$ cat src/rtl/io_check_pkg.sv
// Shared definitions for the io_check I/O shell: mode encodings, FSM states,
// pattern counter width and the pattern replication helper.
package io_check_pkg;

  localparam int unsigned CNT_W     = 16;
  // Widest supported channel; the replication helper always builds this many bits.
  localparam int unsigned PAT_MAX_W = 256;

  localparam logic [1:0] MODE_PASS  = 2'd0;
  localparam logic [1:0] MODE_ONES  = 2'd1;
  localparam logic [1:0] MODE_ZEROS = 2'd2;
  localparam logic [1:0] MODE_PAT   = 2'd3;

  typedef enum logic [1:0] {
    ST_IDLE,
    ST_RUN,
    ST_PASS,
    ST_FAIL
  } state_e;

  // Counter value tiled across the widest channel; callers keep the low bits they need.
  function automatic logic [PAT_MAX_W-1:0] pat_replicate(input logic [CNT_W-1:0] cnt);
    return {(PAT_MAX_W / CNT_W){cnt}};
  endfunction

endpackage

$ cat src/rtl/io_check_delay.sv
// Fixed-depth {valid, data} shift register used to align launched pattern words
// with the loopback return. Synchronous active-low clear empties every stage.
module io_check_delay #(
  parameter int unsigned DEPTH = 2,
  parameter int unsigned DW    = 8
) (
  input  logic          clk,
  input  logic          i_clr_n,
  input  logic          i_vld,
  input  logic [DW-1:0] i_data,
  output logic          o_vld,
  output logic [DW-1:0] o_data
);

  logic [DEPTH-1:0]         r_vld;
  logic [DEPTH-1:0][DW-1:0] r_data;

  // Shift one stage per cycle; clear drops every in-flight word.
  always_ff @(posedge clk) begin
    if (!i_clr_n) begin
      r_vld  <= '0;
      r_data <= '0;
    end else begin
      r_vld[0]  <= i_vld;
      r_data[0] <= i_data;
      for (int unsigned i = 1; i < DEPTH; i++) begin
        r_vld[i]  <= r_vld[i-1];
        r_data[i] <= r_data[i-1];
      end
    end
  end

  assign o_vld  = r_vld[DEPTH-1];
  assign o_data = r_data[DEPTH-1];

endmodule

$ cat src/rtl/io_check_top.sv
// Chip-edge I/O shell: registers NUM_CH channels (pass / force ones / force zeros /
// counter pattern) and runs a loopback self-check of channel 0 against loop_in.
// Optional macro IO_CHECK_FIRST_ERR_EN adds first_err_idx / first_err_syn capture.
module io_check_top
  import io_check_pkg::*;
#(
  parameter int unsigned       WIDTH      = 70,
  parameter int unsigned       NUM_CH     = 3,
  parameter int unsigned       LOOP_LAT   = 2,
  parameter int unsigned       RUN_CYCLES = 32,
  parameter logic [CNT_W-1:0]  SEED       = 16'h0001
) (
  input  logic                    clk,
  input  logic                    reset_l,
  input  logic                    start,
  input  logic [1:0]              mode,
  input  logic [NUM_CH*WIDTH-1:0] in_data,
  input  logic [WIDTH-1:0]        loop_in,
  output logic [NUM_CH*WIDTH-1:0] out_data,
  output logic                    busy,
  output logic                    passed,
  output logic                    failed,
  output logic [CNT_W-1:0]        err_count
`ifdef IO_CHECK_FIRST_ERR_EN
  ,
  output logic [CNT_W-1:0]        first_err_idx,
  output logic [WIDTH-1:0]        first_err_syn
`endif
);

  localparam logic [CNT_W:0]   RUN_LAUNCH = (CNT_W+1)'(RUN_CYCLES);
  localparam logic [CNT_W-1:0] RUN_CMP    = CNT_W'(RUN_CYCLES);

  state_e                  r_state;
  state_e                  w_state_next;
  logic [CNT_W-1:0]        r_cnt;
  logic [CNT_W:0]          r_launch;
  logic [CNT_W-1:0]        r_cmp;
  logic [CNT_W-1:0]        r_err;
  logic [NUM_CH*WIDTH-1:0] r_out;
  logic [NUM_CH*WIDTH-1:0] w_out_next;
  logic                    r_lvld;
  logic [WIDTH-1:0]        r_lpat;
  logic [WIDTH-1:0]        w_pat;
  logic                    w_run_entry;
  logic                    w_launch;
  logic                    w_dly_clr_n;
  logic                    w_dly_vld;
  logic [WIDTH-1:0]        w_dly_data;
  logic                    w_mismatch;

  assign w_pat       = WIDTH'(pat_replicate(r_cnt));
  assign w_run_entry = (r_state != ST_RUN) && (w_state_next == ST_RUN);
  assign w_launch    = (r_state == ST_RUN) && (r_launch < RUN_LAUNCH);
  assign w_dly_clr_n = reset_l && !w_run_entry;
  assign w_mismatch  = w_dly_vld && (loop_in != w_dly_data);

  // State register.
  always_ff @(posedge clk) begin
    if (!reset_l) begin
      r_state <= ST_IDLE;
    end else begin
      r_state <= w_state_next;
    end
  end

  // Next-state: start is only honoured outside RUN; RUN ends once every word is compared.
  always_comb begin
    w_state_next = r_state;
    unique case (r_state)
      ST_IDLE, ST_PASS, ST_FAIL: begin
        if (start) w_state_next = ST_RUN;
      end
      ST_RUN: begin
        if (r_cmp == RUN_CMP) w_state_next = (r_err == '0) ? ST_PASS : ST_FAIL;
      end
      default: w_state_next = ST_IDLE;
    endcase
  end

  // Status outputs decoded from state; PASS/FAIL persist until the next start.
  always_comb begin
    busy   = 1'b0;
    passed = 1'b0;
    failed = 1'b0;
    unique case (r_state)
      ST_RUN:  busy   = 1'b1;
      ST_PASS: passed = 1'b1;
      ST_FAIL: failed = 1'b1;
      default: ;
    endcase
  end

  // Output data select for the next cycle.
  always_comb begin
    w_out_next = '0;
    unique case (mode)
      MODE_PASS:  w_out_next = in_data;
      MODE_ONES:  w_out_next = '1;
      MODE_ZEROS: w_out_next = '0;
      MODE_PAT:   w_out_next = {NUM_CH{w_pat}};
    endcase
  end

  // Registered pad-side data.
  always_ff @(posedge clk) begin
    if (!reset_l) begin
      r_out <= '0;
    end else begin
      r_out <= w_out_next;
    end
  end

  // Pattern counter, launch/compare counters and error count; all restart on RUN entry.
  // r_lvld/r_lpat mirror the timing of out_data so the delay line only spans the loopback.
  always_ff @(posedge clk) begin
    if (!reset_l || w_run_entry) begin
      r_cnt    <= SEED;
      r_launch <= '0;
      r_cmp    <= '0;
      r_err    <= '0;
      r_lvld   <= 1'b0;
      r_lpat   <= '0;
    end else begin
      if (r_state == ST_RUN) r_cnt <= r_cnt + 16'd1;
      r_lvld <= w_launch;
      r_lpat <= w_pat;
      if (w_launch) r_launch <= r_launch + 17'd1;
      if (w_dly_vld) r_cmp <= r_cmp + 16'd1;
      if (w_mismatch && (r_err != {CNT_W{1'b1}})) r_err <= r_err + 16'd1;
    end
  end

  io_check_delay #(
    .DEPTH (LOOP_LAT),
    .DW    (WIDTH)
  ) u_delay (
    .clk     (clk),
    .i_clr_n (w_dly_clr_n),
    .i_vld   (r_lvld),
    .i_data  (r_lpat),
    .o_vld   (w_dly_vld),
    .o_data  (w_dly_data)
  );

  assign out_data  = r_out;
  assign err_count = r_err;

`ifdef IO_CHECK_FIRST_ERR_EN
  logic             r_ferr_hit;
  logic [CNT_W-1:0] r_ferr_idx;
  logic [WIDTH-1:0] r_ferr_syn;

  // Capture index and syndrome of the first mismatch of a run only.
  always_ff @(posedge clk) begin
    if (!reset_l || w_run_entry) begin
      r_ferr_hit <= 1'b0;
      r_ferr_idx <= {CNT_W{1'b1}};
      r_ferr_syn <= '0;
    end else if (w_mismatch && !r_ferr_hit) begin
      r_ferr_hit <= 1'b1;
      r_ferr_idx <= r_cmp;
      r_ferr_syn <= loop_in ^ w_dly_data;
    end
  end

  assign first_err_idx = r_ferr_idx;
  assign first_err_syn = r_ferr_syn;
`endif

endmodule

$ cat config.mk
export PLATFORM = sky130hd
export DESIGN_NAME = io_check_top
export DESIGN_NICKNAME = d
export VERILOG_FILES = /design/src/rtl/io_check_pkg.sv /design/src/rtl/io_check_delay.sv /design/src/rtl/io_check_top.sv
export SDC_FILE = /design/constraint.sdc
export NUM_CORES = 1
export LEC_CHECK = 0
export CAP_MARGIN = 20
export CORE_AREA = 2 2 200 202
export CTS_CLUSTER_DIAMETER = 200
export CTS_CLUSTER_SIZE = 8
export DETAILED_ROUTE_END_ITERATION = 12
export DIE_AREA = 0 0 202 204
export PLACE_DENSITY_LB_ADDON = 0.1
export REMOVE_ABC_BUFFERS = 1
export SLEW_MARGIN = 30
export SYNTH_ARGS = -nofsm -noshare
export SYNTH_HDL_FRONTEND = slang
export SYNTH_HIERARCHICAL = 1
export SYNTH_SLANG_ARGS = --single-unit
$ cat constraint.sdc
create_clock -name clk -period 2.14 [get_ports clk]
set_input_delay 0.428 -clock clk [delete_from_list [all_inputs] [get_ports clk]]
set_output_delay 0.428 -clock clk [all_outputs]
set_load 0.02 [all_outputs]
==> run_results.csv <==
group,metric,value,unit
detailed_routing,wl_per_cell,18.2,um
placement,io_buffers,513,
sta,fin_ws,63.4,ps
sta,slew_violations,0,
global_route,antenna_found_initial,4,
global_route,grt_use_met3,7.72,%
logic_synthesis,synth_area_per_cell,9.99,sq um
power_and_ir_drop,p_clk_share,44.1,%
global_route,grt_pass1_wl,68700,um
logic_synthesis,synth_seq_area_share,56.6,%
power_and_ir_drop,peakVddDrop,0.000746,V
logic_synthesis,synth_warnings,6,
detailed_routing,drt-pass1-iter-count,5,
sta,relSlewSlack,63.1,%
detailed_routing,drc,0,
cells_and_area,drive_gt1_share,8.68,%
global_route,grt-ovfl-total,0,
worst_setup_path,worstPathCellList,"clkdlybuf4s50_1",
global_route,met1_usage,24.7,%
logic_synthesis,yosysMostFrequentCell,"dfxtp_1",
clock_tree,clock_latency,620,ps
min_path,hp-class,"input port to flip-flop",
power_and_ir_drop,switching_share,23.3,%
power_and_ir_drop,p_comb_share,11.3,%
floorplan,start_util,39.3,%
detailed_routing,vias,11800,
logic_synthesis,yosys.area.top_type,"dfxtp_1",
sta,hold-worst-slack,355,ps
placement,dpl.hpwl,33700,um
worst_setup_path,crit_arrival,1650,ps
worst_setup_path,reg2reg_slack,70,ps
worst_setup_path,r2r_end,"err_count[13]",
logic_synthesis,yosysTopAreaCellShare,56.6,%
clock_tree,cts-root-buf,"clkbuf_16",
power_and_ir_drop,power,0.0190,W
sta,fin_crit,2080,ps
logic_synthesis,dominantRegCellSynth,"dfxtp_1",
detailed_routing,routed_wl,46400,um
sta,grt_setup_unrepaired,"true",
power_and_ir_drop,seqPwrFrac,44.6,%
global_route,grt_busiest_layer,"met2",
logic_synthesis,synth.ff_latch_count,436,
sta,fmax,0.482,GHz
clock_tree,cts_max_path_buffers,3,
detailed_routing,via_per_inst,4.62,
floorplan,row_count,73,
global_route,grt_pass1_vias,11800,
sta,worst_pin_slew,553,ps
sta,fin_worst_skew,11.5,ps
cells_and_area,fin_nets,2306,
power_and_ir_drop,powerDensity,839,nW/um^2
detailed_routing,ant_nets,0,
worst_setup_path,end_kind,"output pin",
global_route,track_usage,21.7,%
placement,gp_congestion,0.816,
floorplan,dieArea,41200,sq um
worst_setup_path,slowest_delay,710,ps
worst_setup_path,cp-endpoint,"out_data[96]",
logic_synthesis,synth-async-reset-ratio,0,%
worst_setup_path,slowest_stage,"clkdlybuf4s50_1",
worst_setup_path,crit_required,1710,ps
global_route,grt_max_degree,152,
worst_setup_path,worst_setup_path_start_kind,"flip-flop",
logic_synthesis,synth_edf_count,0,
global_route,grtUsageMet2,37.2,%
logic_synthesis,synth_common_cells,"dfxtp_1, nand2_1, a21boi_0",
logic_synthesis,synth_cell_type_count,39,
cells_and_area,syn_to_final_growth,47.3,%
floorplan,die_h,204,um
floorplan,ioPinCount,514,
power_and_ir_drop,p_sw,0.00444,W
logic_synthesis,syn_inst,1543,
clock_tree,cts_hold_buf,0,
worst_setup_path,critPathBufInv,1,
worst_setup_path,reg2reg_depth,7,
clock_tree,cts-htree-levels,2,
worst_setup_path,worst-path-max-fanout,1,
floorplan,coreArea,39200,sq um
worst_setup_path,path_class,"flip-flop to output pin",
clock_tree,cts_made_buffers,60,
job,cap_violations,0,
floorplan,die_w,202,um
sta,fin_crit_sh,97.0,%
worst_setup_path,crit_start,"out_data[96]",
power_and_ir_drop,power.leakage,9.13,nW
clock_tree,cts.sinks,436,
status,status,"completed",
worst_setup_path,r2r_start,"err_count[4]",
worst_setup_path,path_delay_family,"buffers and inverters",
worst_setup_path,cp_num_cells,1,
placement,pre_cts_slack,-984,ps
clock_tree,clk_pin_slew_worst_paths,50,ps
detailed_routing,drtIter0Drc,472,
logic_synthesis,synth.cell_area,15400,sq um
sta,hold_viol,0,
sta,setup_viol,0,
power_and_ir_drop,p_int,0.0146,W
logic_synthesis,synthTopCellsByArea,"dfxtp_1, a21boi_0, and2_1",
clock_tree,cts_tree,"yes",
[state kept, by name, summed over array words and instances (netlist names)]
name / count
out_data: 210
r_launch: 17
err_count: 16
u_delay/o_data: 70
r_cnt: 16
r_lvld: 1
u_delay/r_vld: 2
r_cmp: 16
u_delay/r_data: 70
r_state: 2
r_lpat: 16
[tightest hold or removal path: stages]
cell     delay [ps]
buf_4           120
nand2_2          70
buf_4           200
a21oi_2         110
[power by group through the flow]
stage | Combinational, W | Clock [W] | Sequential [W]
floorplan | 0.000425 | 0 | 0.00898
finish | 0.00215 | 0.00839 | 0.00850
detailed placement | 0.00215 | 0 | 0.00866
global route | 0.00230 | 0.00898 | 0.00852
CTS | 0.00216 | 0.00864 | 0.00850
global placement | 0.00214 | 0 | 0.00865
[layout by cell type, fill, tap and decap left out, types with 13 or more instances in the layout]
cell type	n
o21ai_0	21
nor4_1	16
clkdlybuf4s50_1	495
a21boi_0	210
nand4_1	25
nor2_1	38
dfxtp_1	423
and2_1	173
xor2_1	68
clkbuf_16	62
dfxtp_2	13
a21oi_1	21
nand2_1	235
buf_4	48
or3_1	15
xnor2_1	19
nand3_1	15
[logic make-up (layout without fill, tap and decap cells)]
| kind of cell | after synthesis | after routing | synth area share [%] |
|---|---|---|---|
| flops | 436 | 436 | 56.6 |
| other cells | 0 | 4 | 0 |
| compound gates | 276 | 276 | 12.5 |
| xor+xnor | 96 | 96 | 5.46 |
| simple gates | 554 | 554 | 18.2 |
| fa+ha+maj | 6 | 6 | 0.487 |
| buf+inv | 172 | 646 | 6.45 |
| mux | 3 | 3 | 0.195 |
[worst min path at each step]
stage | startpoint | endpoint | slack (ps) | depth (start not counted)
6_report | reset_l | err_count[10] | 360 | 4
5_1_grt | in_data[81] | out_data[81] | 360 | 3
4_1_cts | reset_l | err_count[10] | 320 | 4
3_5_place_dp | r_lvld | u_delay/r_vld[0] | 420 | 1
3_3_place_gp | r_lvld | u_delay/r_vld[0] | 410 | 1
2_1_floorplan | r_lvld | u_delay/r_vld[0] | 410 | 1
[repair_timing]
action                                  4_1_cts  5_1_grt
gates cloned                                  1        2
pin swaps                                     4       38
setup buffers                                 1        0
gates resized for setup                      20       54
endpoints found under the setup margin       27       19
[per-layer routing]
metal	vias to the layer above	wire length (um)
met5	-	13
met4	2	1470
met3	78	3600
met2	384	22900
met1	5402	18500
li1	5897	-
[cell type report]
cell class,count,area (sq um)
Fill cell,3372,16500
Timing Repair Buffer,573,5750
Inverter,9,40.0
Clock buffer,60,1500
Antenna cell,4,10.0
Sequential cell,436,8740
Clock inverter,4,120
Multi-Input combinational cell,935,5870
Tap cell,525,657
[stage by stage]
stage               setup TNS, ps  cells  cell area [sq um]  util [%]
detailed placement         -15490   2474              20800      53.0
CTS                         -9.78   2540              22400      57.3
global placement           -14850   2474              20800      53.0
finish                          0   2546              22700      57.9
floorplan                 -448730   1380              14500         -
global route                 -236   2545              22700      57.9
Power figures use the tool's default switching activity.
